`src/rtl/systolic_skew_feeder.sv`:
```
// Tile buffer and diagonal-skew replay for the 8x8 systolic array.
// Captures DIM beats, then drives CLEAR, skewed STREAM and FLUSH, and pulses done.
module systolic_skew_feeder #(
    parameter int                      ACT_WIDTH    = 8,
    parameter int                      WGT_WIDTH    = 8,
    parameter int                      DIM          = 8,
    parameter int                      OP_SIG_WIDTH = 3,
    parameter logic [OP_SIG_WIDTH-1:0] OP_IDLE      = 3'd0,
    parameter logic [OP_SIG_WIDTH-1:0] OP_CLEAR     = 3'd1,
    parameter logic [OP_SIG_WIDTH-1:0] OP_RUN       = 3'd2,
    parameter int                      FLUSH_CYCLES = 8
) (
    input  logic                        clk,
    input  logic                        reset,
    input  logic                        in_valid,
    output logic                        in_ready,
    input  logic [DIM*ACT_WIDTH-1:0]    in_a,
    input  logic [DIM*WGT_WIDTH-1:0]    in_w,
    output logic [DIM*ACT_WIDTH-1:0]    a_out,
    output logic [DIM*WGT_WIDTH-1:0]    w_out,
    output logic [OP_SIG_WIDTH-1:0]     op_out,
    output logic                        busy,
    output logic                        done
);

    localparam int BW          = $clog2(DIM) + 1;
    localparam int IW          = $clog2(DIM);
    localparam int STREAM_LAST = 2 * DIM - 2;
    localparam int MAXV        = (2 * DIM - 1 > FLUSH_CYCLES) ? 2 * DIM - 1 : FLUSH_CYCLES;
    localparam int SW          = (MAXV > 1) ? $clog2(MAXV) : 1;
    localparam int FLUSH_LAST  = (FLUSH_CYCLES > 0) ? FLUSH_CYCLES - 1 : 0;

    // The done cycle is the first LOAD cycle, so a new tile can start there.
    typedef enum logic [1:0] {
        S_LOAD,
        S_CLEAR,
        S_STREAM,
        S_FLUSH
    } state_t;

    state_t                       state_q, state_d;
    logic [BW-1:0]                beat_q, beat_d;
    logic [SW-1:0]                step_q, step_d;
    logic [DIM*ACT_WIDTH-1:0]     a_q, a_d;
    logic [DIM*WGT_WIDTH-1:0]     w_q, w_d;
    logic [OP_SIG_WIDTH-1:0]      op_q, op_d;
    logic                         busy_q, busy_d;
    logic                         done_q, done_d;
    logic                         accept;
    logic                         leaving;

    logic [DIM*ACT_WIDTH-1:0]     a_buf_q [DIM];
    logic [DIM*WGT_WIDTH-1:0]     w_buf_q [DIM];

    assign in_ready = (state_q == S_LOAD);
    assign accept   = in_valid && in_ready;
    assign leaving  = (state_q != S_LOAD) && (state_d == S_LOAD);

    always_ff @(posedge clk) begin
        if (reset) begin
            state_q <= S_LOAD;
            beat_q  <= '0;
            step_q  <= '0;
            a_q     <= '0;
            w_q     <= '0;
            op_q    <= OP_IDLE;
            busy_q  <= 1'b0;
            done_q  <= 1'b0;
        end else begin
            state_q <= state_d;
            beat_q  <= beat_d;
            step_q  <= step_d;
            a_q     <= a_d;
            w_q     <= w_d;
            op_q    <= op_d;
            busy_q  <= busy_d;
            done_q  <= done_d;
        end
    end

    always_ff @(posedge clk) begin
        if (accept) begin
            a_buf_q[beat_q[IW-1:0]] <= in_a;
            w_buf_q[beat_q[IW-1:0]] <= in_w;
        end
    end

    always_comb begin
        state_d = state_q;
        beat_d  = beat_q;
        step_d  = step_q;
        unique case (state_q)
            S_LOAD: begin
                if (accept) begin
                    if (beat_q == BW'(DIM - 1)) begin
                        state_d = S_CLEAR;
                        beat_d  = '0;
                    end else begin
                        beat_d = beat_q + 1'b1;
                    end
                end
            end
            S_CLEAR: begin
                state_d = S_STREAM;
                step_d  = '0;
            end
            S_STREAM: begin
                if (step_q == SW'(STREAM_LAST)) begin
                    state_d = (FLUSH_CYCLES > 0) ? S_FLUSH : S_LOAD;
                    step_d  = '0;
                end else begin
                    step_d = step_q + 1'b1;
                end
            end
            S_FLUSH: begin
                if (step_q == SW'(FLUSH_LAST)) begin
                    state_d = S_LOAD;
                    step_d  = '0;
                end else begin
                    step_d = step_q + 1'b1;
                end
            end
            default: begin
                state_d = S_LOAD;
                step_d  = '0;
            end
        endcase
    end

    // Outputs are computed from the next state so they line up with it.
    always_comb begin
        a_d    = '0;
        w_d    = '0;
        op_d   = OP_IDLE;
        busy_d = busy_q;
        done_d = leaving;
        if (accept) begin
            busy_d = 1'b1;
        end
        if (leaving) begin
            busy_d = 1'b0;
        end
        unique case (state_d)
            S_CLEAR:  op_d = OP_CLEAR;
            S_STREAM: op_d = OP_RUN;
            S_FLUSH:  op_d = OP_RUN;
            default:  op_d = OP_IDLE;
        endcase
        if (state_d == S_STREAM) begin
            for (int i = 0; i < DIM; i++) begin
                if (int'(step_d) >= i && int'(step_d) < i + DIM) begin
                    a_d[i*ACT_WIDTH +: ACT_WIDTH] =
                        a_buf_q[IW'(int'(step_d) - i)][i*ACT_WIDTH +: ACT_WIDTH];
                    w_d[i*WGT_WIDTH +: WGT_WIDTH] =
                        w_buf_q[IW'(int'(step_d) - i)][i*WGT_WIDTH +: WGT_WIDTH];
                end
            end
        end
    end

    assign a_out  = a_q;
    assign w_out  = w_q;
    assign op_out = op_q;
    assign busy   = busy_q;
    assign done   = done_q;

endmodule

```
`config.mk`:
```
export PLATFORM = sky130hd
export DESIGN_NAME = systolic_skew_feeder
export DESIGN_NICKNAME = d
export VERILOG_FILES = /design/src/rtl/systolic_skew_feeder.sv
export SDC_FILE = /design/constraint.sdc
export NUM_CORES = 1
export LEC_CHECK = 0
export ABC_CLOCK_PERIOD_IN_PS = 10740
export BUFFER_PORTS_ARGS = -buffer_cell sky130_fd_sc_hd__buf_4
export CORE_ASPECT_RATIO = 0.75
export CORE_MARGIN = 4
export CORE_UTILIZATION = 54
export DETAILED_ROUTE_END_ITERATION = 10
export PLACE_DENSITY = 0.74
export SETUP_SLACK_MARGIN = 0.05
export SYNTH_ARGS = -nofsm -noshare
export SYNTH_HDL_FRONTEND = slang
export SYNTH_SLANG_ARGS = --single-unit
```
`constraint.sdc`:
```
create_clock -name clk -period 10.74 [get_ports clk]
set_input_delay 1.074 -clock clk [delete_from_list [all_inputs] [get_ports clk]]
set_output_delay 1.074 -clock clk [all_outputs]
set_load 0.03 [all_outputs]
```
# After elaboration in Yosys (flattened, before gate mapping)
# Memories as Yosys holds them, arrays and structs flattened. A register that Yosys moved wholly into a read port is not among the register bits.
# Index checks and enable logic that the tools add are counted.
[word_totals] latchBits=0 ramBits=1024 input_bits=131 wordCells=85 mem_count=2 mem_bits_ro=0 ff_bits=15 output_inout_bits=134
[classes] bitwise=9 n_shift=0 n_addsub=9 n_reduce_logical=23 n_div=0 multipliers=0 eq_ne=9 muxes=12 magnitude_cmp=15
[mem_list] name="a_buf_q" depth=8 width=64 read_ports=8 rd_clocked_by_memory_dff=8 wr=1 line_no="52" source="logic [DIM*ACT_WIDTH-1:0] a_buf_q [DIM];"
[mem_list] name="w_buf_q" depth=8 width=64 read_ports=8 rd_clocked_by_memory_dff=8 wr=1 line_no="53" source="logic [DIM*WGT_WIDTH-1:0] w_buf_q [DIM];"
[op_table] operator="< comparator 4 bit, second input constant" count=8
[op_table] operator="OR reduction 3 bit" count=8
[op_table] operator="greater-or-equal comparator 4 x 3 -> 1 bit, second input constant" count=4
[op_table] operator="two-way mux 4 bit" count=3
[op_table] operator="one-hot mux 4 bit (3 select lines)" count=1
[op_table] operator="subtractor 3 bit, second input constant" count=4
[op_table] operator="logical AND 1 bit" count=9
[op_table] operator="NOT 1 bit" count=9
[op_table] operator="adder 4 x 1 -> 4 bit, second input constant" count=2
[op_table] operator="== test 2 bit, second input constant" count=4
[op_table] operator="== test 4 x 3 -> 1 bit, second input constant" count=2
[op_table] operator="greater-or-equal comparator 4 x 2 -> 1 bit, second input constant" count=2
[op_table] operator="two-way mux 2 bit" count=4
[op_table] operator="one-hot mux 2 bit (4 select lines)" count=1
[op_table] operator="subtractor 3 x 2 -> 3 bit, second input constant" count=2
[op_table] operator="== test 2 x 1 -> 1 bit, second input constant" count=2
[op_table] operator="== test 4 bit, second input constant" count=1
[op_table] operator="greater-or-equal comparator 4 x 1 -> 1 bit, second input constant" count=1
[op_table] operator="zero test 2 bit" count=2
[op_table] operator="one-hot mux 2 bit (2 select lines)" count=1
[op_table] operator="OR reduction 2 bit" count=2
[op_table] operator="subtractor 3 x 1 -> 3 bit, second input constant" count=1
[op_table] operator="two-way mux 1 bit" count=2
[op_table] operator="AND reduction 2 bit" count=1
[op_table] operator="nonzero test 2 bit" count=1

# Logic depth before layout (Yosys ltp)
[depth] ltp_word=7 depth_mapped=17 ltp_nobuf=12

# Worst setup path after synthesis
# OpenSTA, ideal clock, no wires.
[synth_path] path_type="reg-to-reg" from="register state_q[0]" to="memory a_buf_q[0][0] (netlist name) (enable)" setup_ns=0.772 required_time_ns=9.968 n_path_buf=3 path_slack_ns=-0.237 t_arrival_ns=10.205 stages_incl_launch_ff=9 period_less_slack_ns=10.977 path_cell_list="dfxtp_1 -> buf_4 -> or2_2 -> inv_1 -> buf_4 -> and2_1 -> clkbuf_1 -> nand2b_1 -> nor3_1"
[synth_between] elab_chain_len=4
[synth_lines] element="start, declared" line_no="41" source="state_t state_q, state_d;"
[synth_lines] element="start signal, assigned" line_no="70" source="state_q <= state_d;"
[synth_lines] element="zero test 2 bit" line_no="55" source="assign in_ready = (state_q == S_LOAD);"
[synth_lines] element="via in_ready" line_no="16" source="output logic in_ready,"
[synth_lines] element="logical AND 1 bit" line_no="56" source="assign accept = in_valid && in_ready;"
[synth_lines] element="two-way mux 1 bit" line_no="82" source="if (accept) begin"
[synth_lines] element="two-way mux 1 bit (implied by the code)" line_no="83" source="a_buf_q[beat_q[IW-1:0]] <= in_a;"
[synth_lines] element="end, declared" line_no="52"
# The timed path passes the listed nets, and every way through them passes these cells.

# Worst setup path in the final report
[layout_path] from="register step_q[0]" to="register w_q[41] (netlist: w_out[41]) (read register of w_buf_q)"
[layout_between] elab_chain_len=7 elab_cells_between_ends=17 cone_classes="2 x add/sub; 2 x order compare; 3 x eq/ne; 6 x mux; 2 x bitwise; 2 x reduce/logical"
[layout_lines] element="start, declared" line_no="43" source="logic [SW-1:0] step_q, step_d;"
[layout_lines] element="start signal, assigned" line_no="72" source="step_q <= step_d;"
[layout_lines] element="adder 4 x 1 -> 4 bit, or another cell as far along" line_no="112, 120"
[layout_lines] element="two-way mux 4 bit, on equally long branches" line_no="116, 108"
[layout_lines] element="one-hot mux 4 bit (3 select lines)" line_no="92" source="unique case (state_q)"
[layout_lines] element="greater-or-equal comparator 4 x 3 -> 1 bit / < comparator 4 bit (equally long branches)" line_no="151" source="if (int'(step_d) >= i && int'(step_d) < i + DIM) begin"
[layout_lines] element="logical AND 1 bit" line_no="151"
[layout_lines] element="NOT 1 bit (no line)"
[layout_lines] element="OR reduction 3 bit (no line)"
[layout_lines] element="end, declared" line_no="45" source="logic [DIM*WGT_WIDTH-1:0] w_q, w_d;"
# Several ways; a longest one is shown, not always the timed one.
# A chain may end at the register's enable or synchronous reset.

==> results.md <==
* Outcome: finished, final reports clean
* Slew headroom at 17.60%
* CTS tree: done
* Worst-Margin Slew at between 1 and 1.5 ns
* Drt wl/cell at ~25 um
* First-pass GRT wire length at ~150000 um
* H-Tree Depth at 3
* Initial cell density of the core at about 55%
* Synth Register Bits at roughly 1200
* Post-DRT Antenna Nets at 0
* Main synth FF type: edfxtp_1
* Vias per cell at 6.058
* PostCTS Resize Cnt at 0
* Worst clock skew at 0.01918 ns
* Max stage delay on crit path at roughly 0.83 ns
* Overall global routing resource usage at between 20% and 30%
* Top-count cell post-synth: edfxtp_1
* Hold buffers post-CTS at 0
* Die H at 252.5 um
* Clock latency on the worst-skew pair at 0.68 ns
* CP max FO at 85
* RSZ-0062 raised after global routing: false
* Hold Vio Cnt, Final at 0
* Worst hold-check path type: register to register
* Setup repair bufs after CTS at 0
* Clock Root Buffer: clkbuf_16
* Drt drc at 0
* First DRT Iteration DRCs at roughly 2500
* # clock sinks at 1166
* Pwr dens at 180.8 nW/um^2
* CTS clk-pin slew, worst paths at roughly 0.07 ns
* Most instantiated cells after synthesis: edfxtp_1, nand2_1, a21oi_1
* CTS Buf Count at between 100 and 150
* Vias in the first global route at roughly 24000
* Die area at about 84000 um^2
* Yosys top cell area share at a little under three quarters
* Fin. max-slew vios at 0
* Longest Clk Path Bufs at 3
* Vias at around 24000
* Max VDD drop at between 0.1 and 0.15 mV
* Sequential fraction of the synthesis area at 78.03%
* Fin crit share at 57.93%
* Area growth syn-to-layout at 15.56%
* Synthesis Warnings at 0
* GP Congestion at 0.7689
* Leading area contributor after synthesis: edfxtp_1
* Fmax at 160.7 MHz
* CP required at 11.36 ns
* Die Width at approximately 330 um
* Crit. End Element: register
* Worst path most repeated cell: buf_4
* Core box area at approximately 79000 um^2
* Crit Path Category: register to register
* Maxcap violations at 0
* Design Power at 8.994 mW
* Critical path cell sequence: buf_4, inv_1, ha_1, nand2_1, a311oi_1, o21ai_4, buf_4, buf_4, inv_8, ha_1, a21boi_0, o21ai_1, nor2_2, a22o_1
* PortBufs at 263
* Synth Instances at roughly 2500
* # nets final at between 2000 and 3000
* FFs w/ async S/R, synth at 0%
* Fin cells at slightly below 4000
* Rows at between 80 and 90
* Initial antenna violation count at 14
* Ports at about 270
* Synth top area cells: edfxtp_1, mux4_2, dfxtp_1, nand2_1, a21oi_1
* Net count after synthesis at between 2000 and 3000
* Largest net degree at the start of global routing at 118
* Mapped Area at approximately 43000 um^2
* Post-Syn Area per Cell at between 15 and 20 um^2
* Worst path arrival time at about 7 ns
* First-pass iteration count of the detailed router at 6
* Final min period at 6.222 ns
* Final setup viols at 0
* Overflow left after global routing at 0
* Post-synth cell types at 61
* Slowest-stage cell, CP: buf_4
* HPWL after DPL at roughly 53000 um
* Share of cells above drive strength 1 at roughly 22%
* TNS Setup at 0 ns
* CP startpoint kind: register
* Routed WL at 99710 um
* Placed insts at 3724
* Post-synth EDFFs at between 1000 and 1500
* Leak at around 17 nW
[metrics by stage]
step | cell area, um^2 | worst slack, ns | hold WS, ns | utilization, %
floorplan | 43060 | 3.095 | 0.4857 | -
global placement | 46190 | 4.754 | 0.4876 | 58.59
detailed placement | 46190 | 4.582 | 0.5076 | 58.59
CTS | 49740 | 4.564 | 0.5161 | 63.08
global route | 49740 | 4.100 | 0.5393 | 63.09
finish | 49750 | 4.518 | 0.5197 | 63.10
[flip-flops by register name, summed over array words and instances, names as in the netlist]
signal   flops
a_buf_q    512
w_buf_q    512
a_out       64
w_out       64
beat_q       4
step_q       4
op_out       2
state_q      2
busy         1
done         1
[where the power goes]
| part | switching (mW) | internal (mW) | total [mW] |
|---|---|---|---|
| Sequential | 0.0208 | 5.01 | 5.03 |
| Clock | 1.62 | 2.18 | 3.80 |
| Combinational | 0.115 | 0.0520 | 0.167 |
[worst max-delay path: cells and delay by family (launching register included)]
kind	cells	cell delay, ns
buffers and inverters	5	2.94
AO/OA/AOI/OAI	5	1.01
AND/OR/NAND/NOR	2	0.90
adder cells (fa/ha/maj)	2	0.83
flip-flops	1	0.31
[routing by layer]
metal  GRT usage, %  wire length [um]
met3          6.738              9006
met5              0               107
met4          6.917              2437
met1          31.31             39300
met2          38.45             48860
[final timing paths]
kind / cells after the start / slack, ns / start / endpoint
worst max-delay path: 14 / 4.52 / step_q[0]$_SDFF_PP0_ / w_out[41]$_SDFF_PP0_
worst min-delay path: 2 / 0.52 / w_buf_q[2][54]$_DFFE_PP_ / w_out[54]$_SDFF_PP0_
worst max register to register: 14 / 4.52 / step_q[0]$_SDFF_PP0_ / w_out[41]$_SDFF_PP0_
worst min register to register: 2 / 0.52 / w_buf_q[2][54]$_DFFE_PP_ / w_out[54]$_SDFF_PP0_
[area by class of cell]
| cell class | instances | area, um^2 |
|---|---|---|
| timing repair buffer | 309 | 2332 |
| multi-input combinational | 1190 | 8899 |
| clock inverter | 53 | 573.1 |
| antenna | 6 | 15.01 |
| clock buffer | 146 | 2974 |
| fill | 5427 | 29090 |
| tap | 1046 | 1309 |
| sequential | 1166 | 33590 |
| inverter | 13 | 56.30 |
[cell usage in the layout (no fill, tap or decap), types with 17 or more instances in the layout]
master | synthesis | layout
edfxtp_1 | 1024 | 1024
nand2_1 | 377 | 377
buf_4 | 9 | 308
a21oi_1 | 172 | 168
dfxtp_1 | 142 | 141
mux4_2 | 128 | 128
clkbuf_16 | 0 | 107
nor2_1 | 76 | 67
a22o_1 | 66 | 66
o21ai_0 | 54 | 53
o221ai_1 | 45 | 45
or4_1 | 36 | 36
a211oi_1 | 33 | 33
clkbuf_1 | 87 | 24
nor3_1 | 24 | 22
clkinv_2 | 0 | 20
nand4_1 | 19 | 19
a31oi_1 | 18 | 18
a41o_1 | 17 | 17
[cell families (layout without fill, tap and decap cells)]
logic type	after synthesis	after routing	synth area share (%)
and+or+nand+nor	568	568	5.734
AOI/OAI and AO/OA	473	473	7.391
muxes	133	133	6.812
other	1	7	0.008710
buffers and inverters	163	521	1.619
DFF	1166	1166	78.03
adders and majority gates	12	12	0.3487
xor gates and xnor gates	3	3	0.06104
(Power assumes the default switching activity.)
